[src/rtl/gps_pkg.sv]
// Shared GPS tracking-channel types and constants: 3-bit IF samples and NCO outputs,
// plus the default integration length.
package gps_pkg;
  localparam int SAMPLE_W            = 3;
  localparam int GPS_INT_LEN_DEFAULT = 4092;
  localparam int PROD_W              = 2 * SAMPLE_W + 1;

  typedef logic signed [SAMPLE_W-1:0] sample_t;
  typedef logic signed [2:0]          nco_t;
endpackage

[src/rtl/carrier_wipeoff_accum_if.sv]
// Sample input and dump valid/ready bundle for the wipe-off/accumulate stage;
// mst is the producer/consumer side, slv is the block side.
interface carrier_wipeoff_accum_if
  import gps_pkg::*;
#(
  parameter int ACC_W = 20
);
  logic                    sample_valid;
  sample_t                 sample;
  nco_t                    sine;
  nco_t                    cosine;
  logic                    epoch;
  logic                    dump_valid;
  logic                    dump_ready;
  logic signed [ACC_W-1:0] i_sum;
  logic signed [ACC_W-1:0] q_sum;
  logic [15:0]             dump_seq;
  logic                    sat;
  logic                    overrun;

  modport mst (
    output sample_valid, sample, sine, cosine, epoch, dump_ready,
    input  dump_valid, i_sum, q_sum, dump_seq, sat, overrun
  );

  modport slv (
    input  sample_valid, sample, sine, cosine, epoch, dump_ready,
    output dump_valid, i_sum, q_sum, dump_seq, sat, overrun
  );
endinterface

[src/rtl/iq_mixer.sv]
// Stage 1: exact complex wipe-off pi = s*cos, pq = -(s*sin), registered with valid and tags.
// One cycle latency, no backpressure (the stage always accepts).
module iq_mixer
  import gps_pkg::*;
#(
  parameter int TAG_W = 2
) (
  input  logic                     clk,
  input  logic                     rst,
  input  logic                     in_vld,
  input  logic [TAG_W-1:0]         in_tag,
  input  sample_t                  sample,
  input  nco_t                     sine,
  input  nco_t                     cosine,
  output logic                     out_vld,
  output logic [TAG_W-1:0]         out_tag,
  output logic signed [PROD_W-1:0] pi,
  output logic signed [PROD_W-1:0] pq
);
  logic signed [PROD_W-1:0] ps;
  logic signed [PROD_W-1:0] pi_d, pi_q;
  logic signed [PROD_W-1:0] pq_d, pq_q;
  logic                     vld_d, vld_q;
  logic [TAG_W-1:0]         tag_d, tag_q;

  // 7 bits hold every product of two 3-bit signed values, including -(-4*-4) = -16.
  always_comb begin
    ps    = PROD_W'(sample) * PROD_W'(sine);
    pi_d  = PROD_W'(sample) * PROD_W'(cosine);
    pq_d  = -ps;
    vld_d = in_vld;
    tag_d = in_tag;
  end

  always_ff @(posedge clk or posedge rst) begin
    if (rst) begin
      pi_q  <= '0;
      pq_q  <= '0;
      vld_q <= 1'b0;
      tag_q <= '0;
    end else begin
      pi_q  <= pi_d;
      pq_q  <= pq_d;
      vld_q <= vld_d;
      tag_q <= tag_d;
    end
  end

  assign pi      = pi_q;
  assign pq      = pq_q;
  assign out_vld = vld_q;
  assign out_tag = tag_q;
endmodule

[src/rtl/carrier_wipeoff_accum.sv]
// Carrier wipe-off plus saturating integrate-and-dump over INT_LEN valid samples; dump 2 cycles
// after the final sample; a held dump is overwritten (newest wins) with an overrun pulse.
module carrier_wipeoff_accum
  import gps_pkg::*;
#(
  parameter int INT_LEN = GPS_INT_LEN_DEFAULT,
  parameter int ACC_W   = 20
) (
  input logic                    clk,
  input logic                    rst,
  carrier_wipeoff_accum_if.slv   bus
);
  localparam logic [15:0]      LAST    = 16'(INT_LEN - 1);
  localparam logic [ACC_W-1:0] ACC_MAX = {1'b0, {(ACC_W-1){1'b1}}};
  localparam logic [ACC_W-1:0] ACC_MIN = {1'b1, {(ACC_W-1){1'b0}}};

  logic [15:0]              cnt_d, cnt_q;
  logic                     is_final;
  logic                     p_vld;
  logic [1:0]               p_tag;
  logic signed [PROD_W-1:0] p_i, p_q;

  // Epoch wins over the final sample: it restarts the period with this sample as sample 0.
  assign is_final = bus.sample_valid && !bus.epoch && (cnt_q == LAST);

  always_comb begin
    cnt_d = cnt_q;
    if (bus.sample_valid) begin
      if (bus.epoch)          cnt_d = 16'd1;
      else if (cnt_q == LAST) cnt_d = 16'd0;
      else                    cnt_d = cnt_q + 16'd1;
    end
  end

  iq_mixer #(.TAG_W(2)) u_mixer (
    .clk     (clk),
    .rst     (rst),
    .in_vld  (bus.sample_valid),
    .in_tag  ({is_final, bus.epoch}),
    .sample  (bus.sample),
    .sine    (bus.sine),
    .cosine  (bus.cosine),
    .out_vld (p_vld),
    .out_tag (p_tag),
    .pi      (p_i),
    .pq      (p_q)
  );

  // Returns {clipped, saturated sum}.
  function automatic logic [ACC_W:0] sat_add(input logic signed [ACC_W-1:0] a,
                                             input logic signed [PROD_W-1:0] p);
    logic [ACC_W:0] s;
    s = {a[ACC_W-1], a} + (ACC_W+1)'(p);
    if (s[ACC_W] != s[ACC_W-1]) return {1'b1, (s[ACC_W] ? ACC_MIN : ACC_MAX)};
    return {1'b0, s[ACC_W-1:0]};
  endfunction

  logic signed [ACC_W-1:0] i_acc_d, i_acc_q, q_acc_d, q_acc_q;
  logic                    sat_acc_d, sat_acc_q;
  logic signed [ACC_W-1:0] i_sum_d, i_sum_q, q_sum_d, q_sum_q;
  logic [15:0]             dump_seq_d, dump_seq_q;
  logic                    sat_d, sat_q;
  logic                    dump_valid_d, dump_valid_q;
  logic                    overrun_d, overrun_q;
  logic signed [ACC_W-1:0] i_base, q_base;
  logic [ACC_W:0]          i_new, q_new;
  logic                    sat_new;

  always_comb begin
    i_acc_d      = i_acc_q;
    q_acc_d      = q_acc_q;
    sat_acc_d    = sat_acc_q;
    i_sum_d      = i_sum_q;
    q_sum_d      = q_sum_q;
    dump_seq_d   = dump_seq_q;
    sat_d        = sat_q;
    dump_valid_d = dump_valid_q;
    overrun_d    = 1'b0;

    // An epoch sample starts the sums afresh rather than adding to the partial period.
    i_base  = p_tag[0] ? '0 : i_acc_q;
    q_base  = p_tag[0] ? '0 : q_acc_q;
    i_new   = sat_add(i_base, p_i);
    q_new   = sat_add(q_base, p_q);
    sat_new = (sat_acc_q && !p_tag[0]) || i_new[ACC_W] || q_new[ACC_W];

    if (dump_valid_q && bus.dump_ready) dump_valid_d = 1'b0;

    if (p_vld) begin
      if (p_tag[1]) begin
        i_sum_d      = i_new[ACC_W-1:0];
        q_sum_d      = q_new[ACC_W-1:0];
        sat_d        = sat_new;
        dump_seq_d   = dump_seq_q + 16'd1;
        dump_valid_d = 1'b1;
        overrun_d    = dump_valid_q && !bus.dump_ready;
        i_acc_d      = '0;
        q_acc_d      = '0;
        sat_acc_d    = 1'b0;
      end else begin
        i_acc_d   = i_new[ACC_W-1:0];
        q_acc_d   = q_new[ACC_W-1:0];
        sat_acc_d = sat_new;
      end
    end
  end

  always_ff @(posedge clk or posedge rst) begin
    if (rst) begin
      cnt_q        <= '0;
      i_acc_q      <= '0;
      q_acc_q      <= '0;
      sat_acc_q    <= 1'b0;
      i_sum_q      <= '0;
      q_sum_q      <= '0;
      dump_seq_q   <= '0;
      sat_q        <= 1'b0;
      dump_valid_q <= 1'b0;
      overrun_q    <= 1'b0;
    end else begin
      cnt_q        <= cnt_d;
      i_acc_q      <= i_acc_d;
      q_acc_q      <= q_acc_d;
      sat_acc_q    <= sat_acc_d;
      i_sum_q      <= i_sum_d;
      q_sum_q      <= q_sum_d;
      dump_seq_q   <= dump_seq_d;
      sat_q        <= sat_d;
      dump_valid_q <= dump_valid_d;
      overrun_q    <= overrun_d;
    end
  end

  assign bus.i_sum      = i_sum_q;
  assign bus.q_sum      = q_sum_q;
  assign bus.dump_seq   = dump_seq_q;
  assign bus.sat        = sat_q;
  assign bus.dump_valid = dump_valid_q;
  assign bus.overrun    = overrun_q;
endmodule

[src/flat_wrapper.sv]
// flat-port wrapper written by rule: the top's interface ports become plain ports
module carrier_wipeoff_accum_flat import gps_pkg::*;
#(
  parameter int INT_LEN = GPS_INT_LEN_DEFAULT,
  parameter int ACC_W   = 20
)
  (clk, rst, bus_sample_valid, bus_sample, bus_sine, bus_cosine, bus_epoch, bus_dump_ready, bus_dump_valid, bus_i_sum, bus_q_sum, bus_dump_seq, bus_sat, bus_overrun);
  carrier_wipeoff_accum_if #(.ACC_W(ACC_W)) bus_i ();
  input logic clk;
  input logic rst;
  input wire logic [$bits(bus_i.sample_valid)-1:0] bus_sample_valid;
  input wire logic [$bits(bus_i.sample)-1:0] bus_sample;
  input wire logic [$bits(bus_i.sine)-1:0] bus_sine;
  input wire logic [$bits(bus_i.cosine)-1:0] bus_cosine;
  input wire logic [$bits(bus_i.epoch)-1:0] bus_epoch;
  input wire logic [$bits(bus_i.dump_ready)-1:0] bus_dump_ready;
  output wire logic [$bits(bus_i.dump_valid)-1:0] bus_dump_valid;
  output wire logic [$bits(bus_i.i_sum)-1:0] bus_i_sum;
  output wire logic [$bits(bus_i.q_sum)-1:0] bus_q_sum;
  output wire logic [$bits(bus_i.dump_seq)-1:0] bus_dump_seq;
  output wire logic [$bits(bus_i.sat)-1:0] bus_sat;
  output wire logic [$bits(bus_i.overrun)-1:0] bus_overrun;
  assign bus_i.sample_valid = bus_sample_valid;
  assign bus_i.sample = bus_sample;
  assign bus_i.sine = bus_sine;
  assign bus_i.cosine = bus_cosine;
  assign bus_i.epoch = bus_epoch;
  assign bus_i.dump_ready = bus_dump_ready;
  assign bus_dump_valid = bus_i.dump_valid;
  assign bus_i_sum = bus_i.i_sum;
  assign bus_q_sum = bus_i.q_sum;
  assign bus_dump_seq = bus_i.dump_seq;
  assign bus_sat = bus_i.sat;
  assign bus_overrun = bus_i.overrun;
  carrier_wipeoff_accum #(.INT_LEN(INT_LEN), .ACC_W(ACC_W)) u_core (.clk(clk), .rst(rst), .bus(bus_i));
endmodule
[config.mk]
export PLATFORM = sky130hd
export DESIGN_NAME = carrier_wipeoff_accum_flat
export DESIGN_NICKNAME = d
export VERILOG_FILES = /design/src/rtl/gps_pkg.sv /design/src/rtl/carrier_wipeoff_accum_if.sv /design/src/rtl/iq_mixer.sv /design/src/rtl/carrier_wipeoff_accum.sv /design/src/flat_wrapper.sv
export SDC_FILE = /design/constraint.sdc
export NUM_CORES = 1
export LEC_CHECK = 0
export ABC_CLOCK_PERIOD_IN_PS = 13500
export CORE_AREA = 2 2 103 205
export CTS_CLUSTER_DIAMETER = 150
export DETAILED_ROUTE_END_ITERATION = 8
export DIE_AREA = 0 0 105 207
export GPL_ROUTABILITY_DRIVEN = 0
export HOLD_SLACK_MARGIN = 0.15
export REMOVE_ABC_BUFFERS = 1
export SYNTH_ARGS = -nofsm -noshare
export SYNTH_HDL_FRONTEND = slang
export SYNTH_SLANG_ARGS = --single-unit
[constraint.sdc]
create_clock -name clk -period 13.5 [get_ports clk]
set_input_delay 2.7 -clock clk [delete_from_list [all_inputs] [get_ports clk]]
set_output_delay 2.7 -clock clk [all_outputs]
set_load 0.02 [all_outputs]
# After elaboration in Yosys (flattened, before gate mapping)
# Index checks and enable logic that the tools add are counted.
classes:
  n_addsub: 5
  multipliers: 2
  n_eq_ne: 3
  muxes: 20
  n_reduce_logical: 11
ops:
  columns: ["cell", "n"]
  rows:
  - ["$mux 20", 6]
  - ["$mux 21", 4]
  - ["$add 16x1->16 const B", 2]
  - ["$mux 16", 2]
  - ["$add 20x6->21", 1]
  - ["$add 20x7->21", 1]
  - ["$eq 16x12->1 const B", 1]
  - ["$mul 3x3->6", 2]
  - ["$mux 1", 8]
  - ["$neg 7->7", 1]
  - ["$logic_and 1x1->1", 5]
  - ["$logic_not 1->1", 3]
  - ["$logic_or 1x1->1", 2]
  - ["$ne 1x1->1", 2]
  - ["$reduce_and 2->1", 1]
totals:
  register_bits: 132
  input_bits: 14
  out_inout_bits: 59
  wordCells: 55

# Depth between registers and ports, before layout
logic_depth:
  depth_word: 8
  ltp_mapped: 13
  depth_no_buf: 12

# Hierarchy
# From an unflattened synthesis, not the netlist that was laid out.
unflattened:
  cells_unflattened: 937
  area_unflattened_um2: 8491.9
modules_own_cells:
  columns: ["mod", "n_inst", "cells_each", "area_per_inst_um2", "seq_area_each_um2"]
  rows:
  - ["carrier_wipeoff_accum", 1, 843, 7420.9, 2902.8]
  - ["iq_mixer", 1, 94, 1071.0, 400.4]

# Worst setup path after synthesis
# Ideal clock, no wire load.
synth_path:
  path_type: "input -> register"
  start: "input port bus_sample[0]"
  end: "register u_core.u_mixer.pq_q[5], in the netlist u_core.u_mixer.pq[5]"
  setup_ps: 129
  arrival_ps: 4781
  required_time_ps: 13371
  path_slack_ps: 8590
  cell_stages: 10
  path_buffers: 0
  cell_sequence: "nand2b_1 -> fa_1 -> fa_1 -> inv_1 -> ha_1 -> inv_1 -> fa_1 -> and3b_1 -> nand2_1 -> xor2_1"
synth_between:
  elab_chain_cells: 2
synth_lines:
  columns: ["element", "line_no", "rtl"]
  rows:
  - ["start, declared", "flat_wrapper.sv:12", "input wire logic [$bits(bus_i.sample)-1:0] bus_sample;"]
  - ["$mul 3x3->6", "iq_mixer.sv:28", "ps = PROD_W'(sample) * PROD_W'(sine);"]
  - ["$neg 7->7", "iq_mixer.sv:30", "pq_d = -ps;"]
  - ["named net u_core.u_mixer.pq_d[5]", "iq_mixer.sv:22", "logic signed [PROD_W-1:0] pq_d, pq_q;"]
  - ["end signal, assigned", "iq_mixer.sv:43", "pq_q <= pq_d;"]
  - ["end, declared", "iq_mixer.sv:22", null]
# The timed path passes the listed nets, and every way through them passes these cells.
# A chain may end at the register's enable or synchronous reset.

# Worst setup path after layout
layout_path:
  start: "input port bus_sample[2]"
  end: "register u_core.u_mixer.pq_q[5], in the netlist u_core.u_mixer.pq[5]"
# Same word-level chain as after synthesis.

==> results_dict.tcl <==
set metrics [dict create \
    htreeDepth 4 \
    cts_setup_buffers 0 \
    min_period_ns 5.14 \
    end_kind "flip-flop" \
    placed_area_mm2 0.00890 \
    vias_per_cell 5.29 \
    antenna_found_initial 0 \
    clk_latency_ns 0.42 \
    grt_max_degree 79 \
    yosys_register_bits 132 \
    skew_ns 0.00698 \
    finalSetupViolCount 0 \
    tns_ns 0 \
    period_share_pct 38.1 \
    area_delta_synth_final_pct 20.0 \
    cp_max_fo 6 \
    grt_pass1_wl_mm 30.9 \
    critPathRequiredTime_ns 13.80 \
    crit_start "bus_sample[2]" \
    path_class "primary input to flip-flop" \
    vias 6327 \
    p_seq_share_pct 27.5 \
    synth.most_common_cell "dfrtp_1" \
    power_frac_clock_pct 26.9 \
    synth_cell_types 71 \
    clk_pin_slew_worst_paths_ns 0.06 \
    ios 73 \
    cp_slowest_cell "clkdlybuf4s50_1" \
    synth_top_flop_cell "dfrtp_1" \
    ctsResizeCount 0 \
    maxCapViolCount 0 \
    diodes 0 \
    synth_top_area_cell "dfrtp_1" \
    die_w_um 105 \
    hold_ws_ns 0.471 \
    p_int_uw 1130 \
    wirelength_mm 18.0 \
    cts-buffers-inserted 17 \
    dp_cells 1164 \
    antenna_left 0 \
    yosysWarnings 0 \
    drive_gt1_share_pct 6.45 \
    p_leak_uw 0.00426 \
    critPathMostFrequentCell "fa_1" \
    worstPathCellList "clkdlybuf4s50_1 > nand2_1 > fa_1 > fa_1 > inv_1 > ha_1 > inv_1 > fa_1 > and3b_1 > nand2_1 > xor2_1" \
    synth_edf_count 0 \
    track_usage_pct 17.3 \
    max_slew.worst_pin.slew_ns 1.10 \
    max_stage_delay_ns 0.57 \
    cts_tree "built" \
    synthArstFlopShare_pct 100 \
    routedWlPerCell_um 15.1 \
    synth_top_cell_area_share_pct 41.6 \
    maxSlewHeadroom_pct 26.3 \
    arrival_ns 5.45 \
    switchingPower_uw 749 \
    layoutNonFillerInstCount 1196 \
    crit_path_start_kind "primary input" \
    netSwitchingFraction_pct 39.8 \
    final_util_pct 47.2 \
    fin_area_mm2 0.00954 \
    ir_drop_mv 0.105 \
    yosys-top-cells-count "dfrtp_1 (132), nor2_1 (89), nand2_1 (88), o21ai_0 (75), ha_1 (53)" \
    syn_area_per_cell_um2 9.34 \
    setup.worst_path.end "u_core.u_mixer.pq[5]$_DFF_PP0_" \
    core_mm2 0.0202 \
    grt_overflow_total 0 \
    fin_nets 994 \
    slew_violations 0 \
    grt_pass1_vias 6405 \
    pwr-share-comb_pct 45.6 \
    hpwl_mm 12.2 \
    netlist_area_mm2 0.00795 \
    synthCells 851 \
    dr.pass1.iters 5 \
    synthTopCellsByArea "dfrtp_1 (42%), ha_1 (8.3%), o21ai_0 (4.7%)" \
    min_path_type "flip-flop to flip-flop" \
    status "finished clean" \
    r2r-end "u_core.q_acc_q[0]$_DFFE_PP0P_" \
    finalHoldViolCount 0 \
    cellPowerDensity_mw_per_mm2 197 \
    worstRegToRegCells 12 \
    die-height_um 207 \
    cts-root-buf "clkbuf_16" \
    fp-row-count 74 \
    drt-initial-drc-count 266 \
    fp.dieArea_mm2 0.0217 \
    timing.rr.start "u_core.u_mixer.out_tag[0]$_DFF_PP0_" \
    cts.sinks 132 \
    ys_seq_area_share_pct 41.6 \
    rrSetupSlack_ns 9.66 \
    hold_buffers 0 \
    rsz0062_at_grt "no" \
    initial_core_util_pct 39.4 \
    portBuffers 72 \
    drc 0 \
    clock.fmax_mhz 194 \
    clock_path_buffers 2 \
]
## layer usage
metal | wire length (um) | vias up | track usage, %
met5 | 0 | - | 0
met4 | 282 | 0 | 5.66
met3 | 557 | 20 | 3.49
met2 | 8850 | 107 | 29.2
met1 | 8350 | 3092 | 22.1
li1 | - | 3108 | -
## flip-flops by register name, indices dropped and copies added (netlist names), 2 cells and up
| signal | cells |
|---|---|
| u_core.u_mixer.out_tag | 2 |
| u_core.u_mixer.pq | 7 |
| u_core.bus.dump_seq | 16 |
| u_core.bus.q_sum | 20 |
| u_core.u_mixer.pi | 6 |
| u_core.cnt_q | 16 |
| u_core.i_acc_q | 20 |
| u_core.q_acc_q | 20 |
| u_core.bus.i_sum | 20 |
## how the worst min path moves through the flow
stage	start	to	slack, ns	depth (start not counted)
CTS	u_core.cnt_q[11]$_DFFE_PP0P_	u_core.cnt_q[11]$_DFFE_PP0P_	0.47	1
detailed placement	u_core.cnt_q[11]$_DFFE_PP0P_	u_core.cnt_q[11]$_DFFE_PP0P_	0.46	1
finish	u_core.cnt_q[11]$_DFFE_PP0P_	u_core.cnt_q[11]$_DFFE_PP0P_	0.47	1
global placement	u_core.q_acc_q[13]$_DFFE_PP0P_	u_core.q_acc_q[13]$_DFFE_PP0P_	0.46	2
global route	u_core.q_acc_q[17]$_DFFE_PP0P_	u_core.q_acc_q[17]$_DFFE_PP0P_	0.50	1
floorplan	u_core.cnt_q[11]$_DFFE_PP0P_	u_core.cnt_q[11]$_DFFE_PP0P_	0.44	1
## power by group through the flow
| stage | registers, uW | clock network (uW) | logic [uW] |
|---|---|---|---|
| 6_report | 517 | 506 | 858 |
| 2_1_floorplan | 524 | 0 | 660 |
| 3_5_place_dp | 524 | 0 | 855 |
| 3_3_place_gp | 523 | 0 | 843 |
| 5_1_grt | 526 | 533 | 968 |
| 4_1_cts | 518 | 518 | 862 |
## cell type report
type	instances	area, um2
inverter	53	204
timing repair buffer	75	743
clock inverter	14	201
tap	266	333
fill	1949	10600
clock buffer	18	439
sequential	132	3300
multi-input combinational	638	4310
## worst max-delay path, delay by kind of cell
family / cells / cell delay, ns
buffers and inverters: 3 / 0.68
xor gates and xnor gates: 1 / 0.13
and+or+nand+nor: 3 / 0.38
adders and majority gates: 4 / 1.55
## cell families after synthesis
family,after synthesis,synth area share (%)
AND/OR/NAND/NOR,281,16.6
AO/OA/AOI/OAI,228,19.2
flip-flops,132,41.6
buffers and inverters,81,4.20
adder cells (fa/ha/maj),65,11.1
XOR/XNOR,59,6.50
multiplexers,5,0.819
## through the flow
step,worst slack (ns),total power (uW)
after detailed placement,7.91,1380
after global placement,7.96,1370
after global routing,8.23,2030
after floorplan,7.27,1180
final,8.36,1880
after CTS,8.37,1900
## cells in the final DEF (no fill, tap or decap), drive strengths merged, types with 18 or more instances in the layout
cell type,Yosys,routed
clkbuf,17,18
nand2,90,90
nor2,91,91
o2bb2ai,19,19
o21ai,77,77
o22ai,25,25
xor2,20,20
xnor2,39,39
inv,52,54
dfrtp,132,132
a21oi,46,46
clkdlybuf4s50,0,72
ha,53,53
nor2b,21,21
No activity file was read; power rests on OpenSTA's default activity.
